[src/rtl/alu_seq.sv]
// Multi-cycle ALU: single-cycle arithmetic/logic ops, iterative rotate and
// shift-add multiply, with valid/ready handshakes on both sides.
module alu_seq #(
   parameter int WIDTH = 32
) (
   input  logic             clk,
   input  logic             rst_n,
   input  logic             in_valid,
   output logic             in_ready,
   input  logic [2:0]       op,
   input  logic [WIDTH-1:0] aluIn1,
   input  logic [WIDTH-1:0] aluIn2,
   input  logic             carry,
   output logic             out_valid,
   input  logic             out_ready,
   output logic [WIDTH-1:0] aluOut,
   output logic             N,
   output logic             Z,
   output logic             C,
   output logic             V,
   output logic             busy
);
   localparam int SHW = $clog2(WIDTH);
   localparam logic [SHW:0] CNT_ONE   = (SHW+1)'(1);
   localparam logic [SHW:0] CNT_WIDTH = (SHW+1)'(WIDTH);

   localparam logic [2:0] OP_ADD = 3'b000;
   localparam logic [2:0] OP_ADC = 3'b001;
   localparam logic [2:0] OP_SUB = 3'b010;
   localparam logic [2:0] OP_AND = 3'b011;
   localparam logic [2:0] OP_ORR = 3'b100;
   localparam logic [2:0] OP_EOR = 3'b101;
   localparam logic [2:0] OP_ROR = 3'b110;
   localparam logic [2:0] OP_MUL = 3'b111;

   typedef enum logic [1:0] {
      IDLE = 2'd0,
      EXEC = 2'd1,
      DONE = 2'd2
   } state_t;

   state_t           state_q, state_d;
   logic [SHW:0]     cnt_q, cnt_d;
   logic [WIDTH-1:0] wa_q, wa_d;
   logic [WIDTH-1:0] wb_q, wb_d;
   logic [WIDTH-1:0] acc_q, acc_d;
   logic             mul_q, mul_d;
   logic [WIDTH-1:0] res_q, res_d;
   logic             n_q, n_d, z_q, z_d, c_q, c_d, v_q, v_d;

   logic [WIDTH-1:0] b_eff_s;
   logic             cin_s;
   logic [WIDTH:0]   sum_s;
   logic             ovf_s;
   logic [SHW-1:0]   ror_amt_s;
   logic [WIDTH-1:0] step_s;
   logic [WIDTH-1:0] rot_s;
   logic             wr_s;

   // Shared adder: SUB is A + ~B + 1, so overflow is uniform on the effective B.
   always_comb begin
      b_eff_s   = (op == OP_SUB) ? ~aluIn2 : aluIn2;
      cin_s     = (op == OP_SUB) ? 1'b1 : ((op == OP_ADC) ? carry : 1'b0);
      sum_s     = {1'b0, aluIn1} + {1'b0, b_eff_s} + {{WIDTH{1'b0}}, cin_s};
      ovf_s     = (aluIn1[WIDTH-1] == b_eff_s[WIDTH-1]) && (sum_s[WIDTH-1] != aluIn1[WIDTH-1]);
      ror_amt_s = aluIn2[SHW-1:0];
      step_s    = acc_q + (wb_q[0] ? wa_q : {WIDTH{1'b0}});
      rot_s     = {wa_q[0], wa_q[WIDTH-1:1]};
   end

   // Next-state, datapath and flag update; wr_s marks the result-write cycle.
   always_comb begin
      state_d = state_q;
      cnt_d   = cnt_q;
      wa_d    = wa_q;
      wb_d    = wb_q;
      acc_d   = acc_q;
      mul_d   = mul_q;
      res_d   = res_q;
      c_d     = c_q;
      v_d     = v_q;
      wr_s    = 1'b0;
      case (state_q)
         IDLE: begin
            if (in_valid) begin
               case (op)
                  OP_ADD, OP_ADC, OP_SUB: begin
                     res_d   = sum_s[WIDTH-1:0];
                     c_d     = sum_s[WIDTH];
                     v_d     = ovf_s;
                     wr_s    = 1'b1;
                     state_d = DONE;
                  end
                  OP_AND: begin
                     res_d   = aluIn1 & aluIn2;
                     wr_s    = 1'b1;
                     state_d = DONE;
                  end
                  OP_ORR: begin
                     res_d   = aluIn1 | aluIn2;
                     wr_s    = 1'b1;
                     state_d = DONE;
                  end
                  OP_EOR: begin
                     res_d   = aluIn1 ^ aluIn2;
                     wr_s    = 1'b1;
                     state_d = DONE;
                  end
                  OP_ROR: begin
                     if (ror_amt_s == {SHW{1'b0}}) begin
                        res_d   = aluIn1;
                        wr_s    = 1'b1;
                        state_d = DONE;
                     end else begin
                        wa_d    = aluIn1;
                        cnt_d   = {1'b0, ror_amt_s};
                        mul_d   = 1'b0;
                        state_d = EXEC;
                     end
                  end
                  OP_MUL: begin
                     wa_d    = aluIn1;
                     wb_d    = aluIn2;
                     acc_d   = {WIDTH{1'b0}};
                     cnt_d   = CNT_WIDTH;
                     mul_d   = 1'b1;
                     state_d = EXEC;
                  end
                  default: state_d = IDLE;
               endcase
            end else begin
               state_d = IDLE;
            end
         end
         EXEC: begin
            cnt_d = cnt_q - CNT_ONE;
            if (mul_q) begin
               acc_d = step_s;
               wa_d  = {wa_q[WIDTH-2:0], 1'b0};
               wb_d  = {1'b0, wb_q[WIDTH-1:1]};
            end else begin
               wa_d  = rot_s;
            end
            if (cnt_q == CNT_ONE) begin
               res_d   = mul_q ? step_s : rot_s;
               c_d     = mul_q ? c_q : rot_s[WIDTH-1];
               wr_s    = 1'b1;
               state_d = DONE;
            end else begin
               state_d = EXEC;
            end
         end
         DONE: begin
            if (out_ready) begin
               state_d = IDLE;
            end else begin
               state_d = DONE;
            end
         end
         default: state_d = IDLE;
      endcase
      if (wr_s) begin
         n_d = res_d[WIDTH-1];
         z_d = (res_d == {WIDTH{1'b0}});
      end else begin
         n_d = n_q;
         z_d = z_q;
      end
   end

   // State, working registers, result and flags.
   always_ff @(posedge clk or negedge rst_n) begin
      if (!rst_n) begin
         state_q <= IDLE;
         cnt_q   <= {(SHW+1){1'b0}};
         wa_q    <= {WIDTH{1'b0}};
         wb_q    <= {WIDTH{1'b0}};
         acc_q   <= {WIDTH{1'b0}};
         mul_q   <= 1'b0;
         res_q   <= {WIDTH{1'b0}};
         n_q     <= 1'b0;
         z_q     <= 1'b0;
         c_q     <= 1'b0;
         v_q     <= 1'b0;
      end else begin
         state_q <= state_d;
         cnt_q   <= cnt_d;
         wa_q    <= wa_d;
         wb_q    <= wb_d;
         acc_q   <= acc_d;
         mul_q   <= mul_d;
         res_q   <= res_d;
         n_q     <= n_d;
         z_q     <= z_d;
         c_q     <= c_d;
         v_q     <= v_d;
      end
   end

   assign in_ready  = (state_q == IDLE);
   assign out_valid = (state_q == DONE);
   assign busy      = (state_q != IDLE);
   assign aluOut    = res_q;
   assign N         = n_q;
   assign Z         = z_q;
   assign C         = c_q;
   assign V         = v_q;

endmodule

[config.mk]
export PLATFORM = sky130hd
export DESIGN_NAME = alu_seq
export DESIGN_NICKNAME = d
export VERILOG_FILES = /design/src/rtl/alu_seq.sv
export SDC_FILE = /design/constraint.sdc
export NUM_CORES = 1
export LEC_CHECK = 0
export CORE_MARGIN = 1
export CORE_UTILIZATION = 51
export CTS_CLUSTER_DIAMETER = 120
export DETAILED_ROUTE_END_ITERATION = 7
export PLACE_DENSITY = 0.69
export RECOVER_POWER = 25
export SKIP_CTS_REPAIR_TIMING = 1
export SLEW_MARGIN = 25
export SYNTH_ARGS = -nofsm -noshare
export SYNTH_HDL_FRONTEND = slang
export SYNTH_SLANG_ARGS = --single-unit
[constraint.sdc]
create_clock -name clk -period 5.1 [get_ports clk]
set_input_delay 1.53 -clock clk [delete_from_list [all_inputs] [get_ports clk]]
set_output_delay 1.53 -clock clk [all_outputs]
set_load 0.02 [all_outputs]
---- Word level (Yosys, flattened, before mapping) ----
Index checks and enable logic that the tools add are counted.
Widths: inputs -> output; s select.
cells by class
  equality and inequality tests ........... 21
  add/subtract/negate cells ............... 4
  muxes and demuxes ....................... 45
  bitwise gates (word level) .............. 4
  reductions and logical operators ........ 15
operators by type and width
  kind                number
  $mux 32             15
  $pmux 32 s2         5
  $pmux 32 s5         1
  $add 32x32->33      1
  $add 33x1->33       1
  $add 32x32->32      1
  $and 32x32->32      1
  $logic_not 32->1    1
  $not 32->32         1
  $or 32x32->32       1
  $xor 32x32->32      1
  $pmux 6 s2          2
  $eq 3x3->1 const B  4
  $mux 6              2
  $pmux 2 s3          2
  $reduce_and 4->1    3
  $mux 1              10
  $ne 2x2->1 const B  5
  $mux 2              4
  $pmux 1 s2          4
  $eq 3x2->1 const B  2
  $eq 6x1->1 const B  1
  $reduce_bool 2->1   3
  $reduce_or 6->1     1
  16 further kinds    17
word-level totals
  output and inout port bits .............. 39
  word-level logic and storage cells ...... 100
  bits in registers ....................... 141
  bits of input ports ..................... 72

---- Logic depth before layout (Yosys ltp) ----
Gate-level depths: netlist of the first run.
  depth in word-level cells ............... 8
  gate-level depth with buffers ........... 23
  gate-level depth less buffers ........... 17

---- Worst setup path before layout of the first run ----
Ideal clock, no wire load.
  path kind ............................... input -> register
  start ................................... input op[0]
  end ..................................... register z_q (netlist: Z)
  buffers on the path ..................... 6
  path slack .............................. -1329 ps
  stages .................................. 23
  data required time ...................... 5024 ps
  arrival ................................. 6352 ps
  library setup time ...................... 76 ps
  path through ............................ buf_2 -> clkbuf_1 -> clkbuf_1 -> clkbuf_1 -> clkbuf_1 -> nand2b_1 -> nor2_1 -> clkbuf_1 -> xnor2_1 -> fa_1 -> inv_1 -> fa_1 -> nand2b_1 -> a21oi_1 -> xnor2_1 -> o21ai_0 -> a221o_1 -> or3_1 -> or4_1 -> nor4_1 -> and4_1 -> nand4b_1 -> o21ai_1
on the way
  longest elaborated chain between the ends .. 8
  elaborated cells between the ends (all ways) .. 21
  classes of those cells .................. 2 x add/sub; 6 x eq/ne; 9 x mux; 4 x reduce/logical
ends and longest elaborated chain
  element                                          RTL line    text
  start, declared                                  10          input logic [2:0] op,
  $eq 3x2->1 / $eq 3x1->1 (equally long branches)  62, 63, 86
  $mux 32 / $mux 1 (equally long branches)         62, 63
  $add 32x32->33 / $mux 1 (equally long branches)  64, 63
  $add 33x1->33                                    64          sum_s = {1'b0, aluIn1} + {1'b0, b_eff_s} + {{WIDTH{1'b0}}, cin_s};
  $pmux 32 s5 *                                    86          case (op)
  $mux 32 *                                        85          if (in_valid) begin
  $pmux 32 s2 *                                    83          case (state_q)
  named net res_d[4]                               48          logic [WIDTH-1:0] res_q, res_d;
  $logic_not 32->1 *                               164         z_d = (res_d == {WIDTH{1'b0}});
  end signal, assigned                             194         z_q <= z_d;
  end, declared                                    49          logic n_q, n_d, z_q, z_d, c_q, c_d, v_q, v_d;
The timed path passes the listed nets; every way through them passes the cells marked *.
A chain may end at the register's enable or synchronous reset.

---- Worst setup path in the final report of the first run ----
  start ................................... input aluIn1[0]
  end ..................................... register z_q (netlist: Z)
on the way
  longest elaborated chain between the ends .. 6
  elaborated cells between the ends (all ways) .. 10
  classes of those cells .................. 2 x add/sub; 4 x mux; 3 x bitwise; 1 x reduce/logical
ends and longest elaborated chain
  element             RTL line  text
  start, declared     11        input logic [WIDTH-1:0] aluIn1,
  $add 32x32->33      64
  $add 33x1->33       64
  $pmux 32 s5         86
  $mux 32             85
  $pmux 32 s2         83
  named net res_d[1]  48
  $logic_not 32->1    164
The timed path passes the listed nets, and every way through them passes these cells.

==> impl_results.md, run 1 <==
* Status: finished, violations left
* Failing checks: design-rule violations, max-capacitance violations, max-slew violations
* Worst path arrival time at 5.44 ns
* CTS Buffer Depth at 2
* Largest family of logic cells by synthesized area: compound AO/OA/AOI/OAI gates
* Peak VDD IR at 0.3820 mV
* Die width at 164.1 um
* Met3 Wirelength at 4593 um
* Hold slack at 0.4808 ns
* Seq/Total Area, Yosys at 26.33%
* # diodes at 0
* Cell area power density at 471.2 nW/um^2
* Reg clk slew, reported paths at 0.07 ns
* Die Y at 164.1 um
* Cell Chain, Critical Path: clkdlybuf4s50_1 -> fa_2 -> inv_2 -> fa_2 -> nor2b_4 -> a311oi_2 -> a221oi_2 -> o21ai_1 -> a21o_1 -> or4b_1 -> or4_4 -> nor4_4 -> buf_4 -> and4_1 -> nand4b_1 -> o21ai_1
* Ys async rst share at 100.0%
* Area Overhead vs Synth at 26.68%
* Ys flop type: dfrtp_1
* Largest stage delay on the critical path at 0.53 ns
* Mux cell area share after synthesis at 1.970%
* CTS tree: yes
* Pre-CTS setup slack at -0.7249 ns
* Simple-gate portion of the synthesized area at 20.34%
* IO Port Bufs at 110
* Initial antenna violation count at 1
* Gate Count Post-Synth at 1725
* Crit share post-route at 99.45%
* Post-synth EDFFs at 0
* DRT antenna net count at 0
* Initial DRT Pass Iterations at 8
* Pin count of the biggest net entering global routing at 76
* Die ar. at 26930 sq um
* Tot GR Track Use at 35.94%
* Synth Net Count at 1928
* Compound-Gate Fraction of Synth Area at 28.17%
* Met2 WL at 20180 um
* Gr ovfl total at 0
* Final Hold Fails at 0
* I/O Pins at 111
* Crit Path Max Fanout at 2
* Final Total Pwr at 8000 uW
* Total number of vias at 14168
* Synthesized area per cell at 7.769 sq um
* Static Leak at 0.007627 uW
* Clock latency on the worst-skew pair at 0.44 ns
* Vias in the first global route at 13131
* Max Slew Vio Count at 76
* Remaining DRCs at 5
* Crit path time final at 5.072 ns
* DRT iter0 DRCs at 1687
* Min-delay worst type: reg -> reg
* Critical path launch point type: primary input
* HPWL after DPL at 37750 um
* CP top delay family: simple AND/OR/NAND/NOR gates
* Setup CP Type: in -> reg
* Critical path's slowest cell: clkdlybuf4s50_1
* Netlist cell types at 74
* Top layer in use: met4
* Num CTS Buffers at 17
* Crit path capture type: register
* Core ar. at 25470 sq um
* M1 WL at 22390 um
* Final Net Count at 2166
* Slew @ Worst Pin at 1.992 ns
* Core Rows at 58
* Final setup margin at 0.02781 ns
* Fraction of layout cells with a size suffix above 1 at 16.09%
* Synth Cell Area at 13400 sq um
* H-Tree Depth at 4
* Post-Layout Cell Count at 2306
* Vias per cell at 6.144
* Seq cells post-synth at 141
* First-pass GRT wire length at 73530 um
* RSZ-0062 raised after global routing: true
* Post-Place Cells at 2271
* Final WL at 48160 um
* Xor/xnor share of the synthesized area at 5.163%
* GP Congestion at 0.9795
* Synthesis Warnings at 0
* Slew HR at -32.79%
* WP data required at 5.47 ns
* Clk sinks at 141
* Drt wl/cell at 20.88 um
* Worst path buffer plus inverter count at 3
* Worst Clk Skew at 0.01645 ns
* Initial cell density of the core at 52.61%
* Synthesized-area fraction occupied by adder cells at 12.40%
* Fmax at 197.2 MHz
* # setup viols final at 0
* Root buf cell: clkbuf_16
* Max Cap Viol at 1
## cells in the final DEF (no fill, tap or decap), types with 5 or more instances in the layout
master           synthesis  final
inv_1                   86     84
o211ai_1                18     18
and2_1                  39     39
xnor2_1                 61     59
or2_2                    5      5
clkbuf_16                0     17
mux2i_1                 14     14
o31ai_1                 10      9
clkdlybuf4s50_1          0    103
a21oi_1                137    133
nand4_1                 22     22
a221o_1                 12     12
o21a_1                   8      8
nand2b_1                17     14
a22o_1                  18     18
a21o_1                  18     18
inv_6                    0      6
a22oi_1                 17     17
nor2b_1                 39     36
buf_4                    0    219
nor3_1                  31     30
dfrtp_1                141    140
a221oi_1                14     13
or3_1                    8      8
o21ai_0                162    158
xor2_1                  18     18
nand2_1                231    231
a222oi_1                25     25
a211oi_1                43     41
o21ai_1                  1      5
a211o_1                  7      7
ha_1                   128    128
mux2_2                  11     11
o221ai_1                 5      5
or4_1                    7      6
a21boi_0                 6      5
a31oi_1                 41     40
and3_1                   9      9
nand3_1                 27     27
nor2_1                 101    100
## power by group
| group | internal (uW) | switching, uW | total (uW) |
|---|---|---|---|
| clock network | 756 | 603 | 1360 |
| logic | 1890 | 2590 | 4480 |
| registers | 1620 | 542 | 2160 |
| total | 4270 | 3730 | 8000 |
## cell usage after synthesis, types with 9 or more instances
library cell  instances  area, sq um
xnor2_1              61        534.3
nand2b_1             17        106.4
a21o_1               18        135.1
a211oi_1             43        322.8
buf_1                 9        33.78
o211ai_1             18        135.1
nand2_1             231        867.1
o31ai_1              10        75.07
and2_1               39        244.0
clkbuf_1            102        382.9
o21ai_0             162        810.8
a222oi_1             25        250.2
nand4_1              22        137.6
dfrtp_1             141         3528
nor3_1               31        155.2
mux2_2               11        123.9
inv_1                86        322.8
nor2b_1              39        244.0
xor2_1               18        157.7
a221o_1              12        120.1
a22oi_1              17        127.6
a21oi_1             137        685.7
and3_1                9        56.30
a22o_1               18        157.7
nand3_1              27        135.1
nor2_1              101        379.1
a31oi_1              41        256.5
a221oi_1             14        122.6
mux2i_1              14        140.1
ha_1                128         1602
## cell type report
class	instances	area, sq um
multi-input cells	1384	9300
fillers	2215	8494
repair buffers	333	2803
well taps	330	412.9
flip-flops and latches	141	3530
clock inverters	14	170.2
clock buffers	18	439.2
inverters	86	322.8
## cells by family (layout without fill, tap and decap cells)
| logic type | Yosys count | count (layout) |
|---|---|---|
| muxes | 25 | 25 |
| adders and majority gates | 131 | 131 |
| buffers and inverters | 200 | 451 |
| DFF | 141 | 141 |
| and+or+nand+nor | 567 | 567 |
| xor gates and xnor gates | 79 | 79 |
| AOI/OAI and AO/OA | 582 | 582 |
## final timing paths
path | start | slack [ns] | end | depth (start not counted)
min reg2reg | wb_q[31] | 0.48 | wb_q[31] | 2
min | wb_q[31] | 0.48 | wb_q[31] | 2
max | aluIn1[0] | 0.03 | Z | 16
max reg2reg | wa_q[0] | 0.43 | Z | 15
max in group asynchronous | rst_n | 1.69 | wb_q[25] | 2
min in group asynchronous | rst_n | 1.65 | acc_q[2] | 1
## flip-flops by register name (all words and copies together) (netlist names), 2 cells and up
name     count
wb_q        32
cnt_q        6
aluOut      32
state_q      2
wa_q        32
acc_q       32
## metal layers
metal	GRT usage (%)	vias up
li1	-	6769
met1	52.91	6709
met2	52.36	630
met3	8.030	60
met4	9.175	0
met5	0	-
## per-stage QoR
step / setup TNS [ns] / area [sq um] / util, %
6_report: 0 / 16980 / 66.65
2_1_floorplan: -1.066 / 13550 / -
4_1_cts: -0.2637 / 16890 / 66.29
3_3_place_gp: -2.183 / 16280 / 63.90
3_5_place_dp: -2.966 / 16280 / 63.90
5_1_grt: -0.1661 / 16980 / 66.65
## worst reg2reg max path: cells and delay by family (launching register included)
family                   cells  cell delay (ns)
AO/OA/AOI/OAI                5             1.24
XOR/XNOR                     1             0.48
adder cells (fa/ha/maj)      2             0.63
buffers and inverters        1             0.15
flip-flops                   1             0.50
AND/OR/NAND/NOR              6             1.59
Power figures use the tool's default switching activity.
==> inputs of run 2 (changes only) <==
Settings changed: CELL_PAD_IN_SITES_DETAIL_PLACEMENT set to 1, CELL_PAD_IN_SITES_GLOBAL_PLACEMENT set to 2, CORE_MARGIN 1 to unset, CORE_UTILIZATION 51 to 36, PLACE_DENSITY 0.69 to 0.81, SLEW_MARGIN 25 to unset.
==> run 2 against run 1 <==
Against the previous run: the flow finishes with violations (max-capacitance violations, max-slew violations); combinational power is 3% higher; largest power group unchanged; sequential power about the same; hold slack worse by 0.0030 ns.
==> impl_results.md, run 2 (same netlist as run 1, synthesis figures left out) <==
* Pin count of the biggest net entering global routing at 96
* Vias per cell at 5.836
* R2r startpoint: wa_q[0]
* Die width at 194.9 um
* HPWL after DPL at 43630 um
* Fin Setup TNS at 0 ns
* Reg clk slew, reported paths at 0.07 ns
* Fraction of layout cells with a size suffix above 1 at 17.03%
* FF/Latch Area at 3530 sq um
* Largest stage delay on the critical path at 0.53 ns
* Min-delay worst type: reg -> reg
* Core ar. at 36610 sq um
* Peak VDD IR at 0.2865 mV
* Die ar. at 38000 sq um
* Setup CP Type: in -> reg
* Initial antenna violation count at 0
* Max Slew Vio Count at 95
* IO Port Bufs at 110
* Worst path arrival time at 5.48 ns
* Grt met3 use at 5.830%
* Tot GR Track Use at 29.32%
* Clk sinks at 141
* Fillers at 4395
* Fmax at 196.1 MHz
* Final Hold Fails at 0
* Gr ovfl total at 0
* RSZ-0062 raised after global routing: true
* CTS tree: yes
* Total number of vias at 14351
* Final core occ at 47.34%
* Root buf cell: clkbuf_16
* Post-Layout Cell Count at 2459
* Cell Chain, Critical Path: buf_8 -> nand2b_4 -> nor2_4 -> buf_6 -> xnor2_4 -> fa_2 -> inv_2 -> fa_2 -> nor2b_4 -> a311oi_2 -> a221oi_2 -> o21ai_1 -> a21o_1 -> or4b_1 -> or4_4 -> nor4_4 -> buf_4 -> and4_1 -> nand4b_1 -> o21ai_1
* Post-Place Cells at 2420
* Most frequent cells in the layout: buf_4, nand2_1, o21ai_0, dfrtp_1, a21oi_1
* Met2 GRT Util at 44.58%
* Crit path time final at 5.099 ns
* Worst reg2reg path depth at 15
* Status: finished, violations left
* DRT iter0 DRCs at 954
* First-pass GRT wire length at 85440 um
* Crit share post-route at 99.98%
* Slew HR at -74.97%
* Core Rows at 70
* Critical hold path startpoint: wb_q[4]
* Commonest non-fill, non-tap cell in the layout: buf_4
* WP data required at 5.49 ns
* Initial DRT Pass Iterations at 6
* Vias in the first global route at 14416
* CTS Buffer Depth at 2
* Remaining DRCs at 0
* Area of the multi-input gates at 9340 sq um
* Crit path capture type: register
* Final Total Pwr at 8129 uW
* Reg-to-reg critical path endpoint: Z
* Initial cell density of the core at 36.61%
* DRT antenna net count at 0
* # setup viols final at 0
* Area Overhead vs Synth at 29.33%
* Clock latency on the worst-skew pair at 0.46 ns
* # diodes at 0
* I/O Pins at 111
* Final setup margin at 0.001199 ns
* Slew @ Worst Pin at 2.625 ns
* Final Net Count at 2181
* H-Tree Depth at 4
* Die Y at 194.9 um
* Min-Delay Endpoint: wb_q[4]
* Worst R2R Setup Slack at 0.41 ns
* Static Leak at 0.007734 uW
* GRT Max-Usage Layer: met2
* GP Congestion at 0.9140
* Failing checks: max-capacitance violations, max-slew violations
* Cell area power density at 469.0 nW/um^2
* Crit Path Max Fanout at 4
* Max Cap Viol at 1
* Grt met1 use at 42.51%
* Final WL at 55500 um
* Num CTS Buffers at 17
* Critical path's slowest cell: fa_2
* Critical path launch point type: primary input
* Worst Clk Skew at 0.008856 ns
* Drt wl/cell at 22.57 um
* Worst hold stages at 1
* Pre-CTS setup slack at -0.7775 ns
## run 2: changes by cell type in the layout (fill, tap and decap cells not counted), moves of 2 or more
cell	before	now
dlymetal6s2s_1	4	8
o21ai_1	5	3
buf_4	219	233
clkdlybuf4s50_1	103	99
## run 2: layout make-up
class,count,area share [%]
Multi-Input combinational cell,1384,53.89
Clock buffer,20,2.635
Tap cell,468,3.378
Sequential cell,141,20.36
Timing Repair Buffer,348,17.01
Clock inverter,12,0.8662
Inverter,86,1.862
## run 2: per-layer routing
metal | share of wire (%) | wire (um)
met5 | 0 | 0
met1 | 48 | 26610
met2 | 44 | 24410
met3 | 6.4 | 3537
met4 | 1.7 | 947
## run 2: worst max-delay path: cells and delay by family
kind | cells | cell delay, ns
buffers and inverters | 4 | 0.42
XOR/XNOR | 1 | 0.11
adder cells (fa/ha/maj) | 2 | 0.76
AND/OR/NAND/NOR | 8 | 1.95
AO/OA/AOI/OAI | 5 | 0.71
## run 2: through the flow
step	hold slack, ns	instance area (sq um)
floorplan	0.4488	13550
global placement	0.4591	16530
detailed placement	0.4653	16530
CTS	0.4799	17140
global route	0.4956	17330
finish	0.4777	17330
## run 2: worst max-delay path by stage
stage,startpoint,end,depth (start not counted)
floorplan,op[0],Z,23
global placement,op[1],Z,19
detailed placement,op[1],Z,19
CTS,op[1],Z,19
global route,op[0],Z,20
finish,op[0],Z,20
## run 2: report_power, final
group          switching, uW  internal, uW
Clock                    590           762
Combinational           2720          1900
Sequential               539          1620
==> inputs of run 3 (changes only) <==
Settings changed: CAP_MARGIN set to 25, CTS_CLUSTER_DIAMETER 120 to 200, SLEW_MARGIN set to 10.
==> run 3 against run 2 <==
Against the previous run: the flow finishes with violations (max-capacitance violations, max-slew violations, negative setup slack); clock skew rose by 0.0018 ns; via count fell by 0.39%; die area did not move; wire length barely moved; global-route usage did not move; count of clock-buffer cells in the layout did not move; sequential power barely moved; combinational power barely moved; sequential share of layout area barely moved; final cell count barely moved; fmax fell by 0.13%; sequential cell count did not move; critical path type unchanged; highest routed layer unchanged.
==> impl_results.md, run 3 (same netlist as run 1, synthesis figures left out) <==
* WP data required at 5.48 ns
* Crit share post-route at 100.1%
* Crit Path Max Fanout at 4
* Total number of vias at 14295
* Max Cap Viol at 1
* Slew HR at -47.25%
* Die width at 194.9 um
* Worst Clk Skew at 0.01066 ns
* # diodes at 0
* HPWL after DPL at 43630 um
* DRT antenna net count at 0
* Failing checks: max-capacitance violations, max-slew violations, negative setup slack
* Max Slew Vio Count at 80
* Worst path arrival time at 5.49 ns
* Sequential share of power at 26.6%
* GP Congestion at 0.9140
* # setup viols final at 1
* Num CTS Buffers at 17
* Final Net Count at 2182
* Crit path time final at 5.105 ns
* Comb pwr share at 56.8%
* CTS tree: yes
* Clock latency on the worst-skew pair at 0.46 ns
* Final setup margin at -0.005391 ns
* Slew @ Worst Pin at 2.209 ns
* Tot GR Track Use at 29.32%
* Final Hold Fails at 0
* Fmax at 195.9 MHz
* First-pass GRT wire length at 85440 um
* Most frequent cells in the layout: buf_4, nand2_1, o21ai_0, dfrtp_1, a21oi_1
* Vias in the first global route at 14416
* Post-Layout Cell Count at 2460
* NetSw at 3846 uW
* DRT iter0 DRCs at 1054
* Crit path capture type: register
* Status: finished, violations left
* Vias per cell at 5.811
* I/O Pins at 111
* Initial DRT Pass Iterations at 5
* Drt wl/cell at 22.54 um
* Core ar. at 36610 sq um
* Commonest non-fill, non-tap cell in the layout: buf_4
* Die ar. at 38000 sq um
* IO Port Bufs at 110
* Final Total Pwr at 8122 uW
* Gr ovfl total at 0
* Area Overhead vs Synth at 29.36%
* Die Y at 194.9 um
* H-Tree Depth at 4
* Root buf cell: clkbuf_16
* Cell area power density at 468.5 nW/um^2
* Setup CP Type: in -> reg
* Pin count of the biggest net entering global routing at 96
* Reg clk slew, reported paths at 0.07 ns
* RSZ-0062 raised after global routing: true
* Fraction of layout cells with a size suffix above 1 at 17.02%
* Net Sw Frac at 47.35%
* CTS Buffer Depth at 2
* Peak VDD IR at 0.2853 mV
* Min-delay worst type: reg -> reg
* Final WL at 55460 um
* Initial cell density of the core at 36.61%
* Initial antenna violation count at 0
* Power share of the clock group at 16.6%
* Cell internal pwr at 4277 uW
* Fin Setup TNS at -0.005391 ns
* Post-Place Cells at 2420
* Core Rows at 70
* Static Leak at 0.007735 uW
* Remaining DRCs at 0
* Critical path launch point type: primary input
* Clk sinks at 141
==> run 3: cell types whose count changed in the layout (fill, tap and decap cells not counted) <==
cell and delta:
clkbuf_1 +1
==> run 3: area by class of cell <==
type                            instances  area (sq um)
Clock buffer                           20         456.7
Timing Repair Buffer                  349          2952
Clock inverter                         12         150.1
Tap cell                              468         585.6
Fill cell                            4396         19270
Sequential cell                       141          3530
Inverter                               86         322.8
Multi-Input combinational cell       1384          9340
==> run 3: final timing paths <==
kind | from | to | depth (start not counted) | slack, ns
worst max-delay path | op[0] | Z | 20 | -0.005
worst min-delay path | V | V | 2 | 0.48
worst max register to register | wa_q[0] | Z | 15 | 0.40
worst min register to register | V | V | 2 | 0.48
max in group asynchronous | rst_n | mul_q | 2 | 1.15
min in group asynchronous | rst_n | acc_q[1] | 1 | 1.17
==> run 3: routing by layer <==
metal	share of wire, %	global-route usage, %
met5	0	0
met4	1.6	6.416
met3	6.5	5.830
met2	44	44.58
met1	48	42.51
==> run 3: power groups by stage <==
stage                     registers [uW]  logic, uW  clock network (uW)
after detailed placement            2160       4500                   0
after global placement              2140       4390                   0
after global routing                2210       5050                1410
final                               2160       4620                1350
after floorplan                     2070       2730                   0
after CTS                           2140       4530                1380
==> run 3: through the flow <==
stage	hold WS, ns	setup WS, ns	area (sq um)	utilization, %
3_3_place_gp	0.4591	-0.7011	16530	45.16
4_1_cts	0.4799	-0.3088	17140	46.82
5_1_grt	0.4956	-0.09402	17340	47.35
3_5_place_dp	0.4653	-0.7775	16530	45.16
2_1_floorplan	0.4488	-0.6427	13550	-
6_report	0.4777	-0.005391	17340	47.35
==> run 3: critical path, cell delays in order <==
cell      delay, ns
buf_8          0.10
nand2b_4       0.14
nor2_4         0.11
buf_6          0.13
xnor2_4        0.11
fa_2           0.23
inv_2          0.04
fa_2           0.53
nor2b_4        0.14
a311oi_2       0.05
a221oi_2       0.21
o21ai_1        0.11
a21o_1         0.19
or4b_1         0.49
or4_4          0.52
nor4_4         0.25
buf_4          0.15
and4_1         0.21
nand4b_1       0.10
o21ai_1        0.15
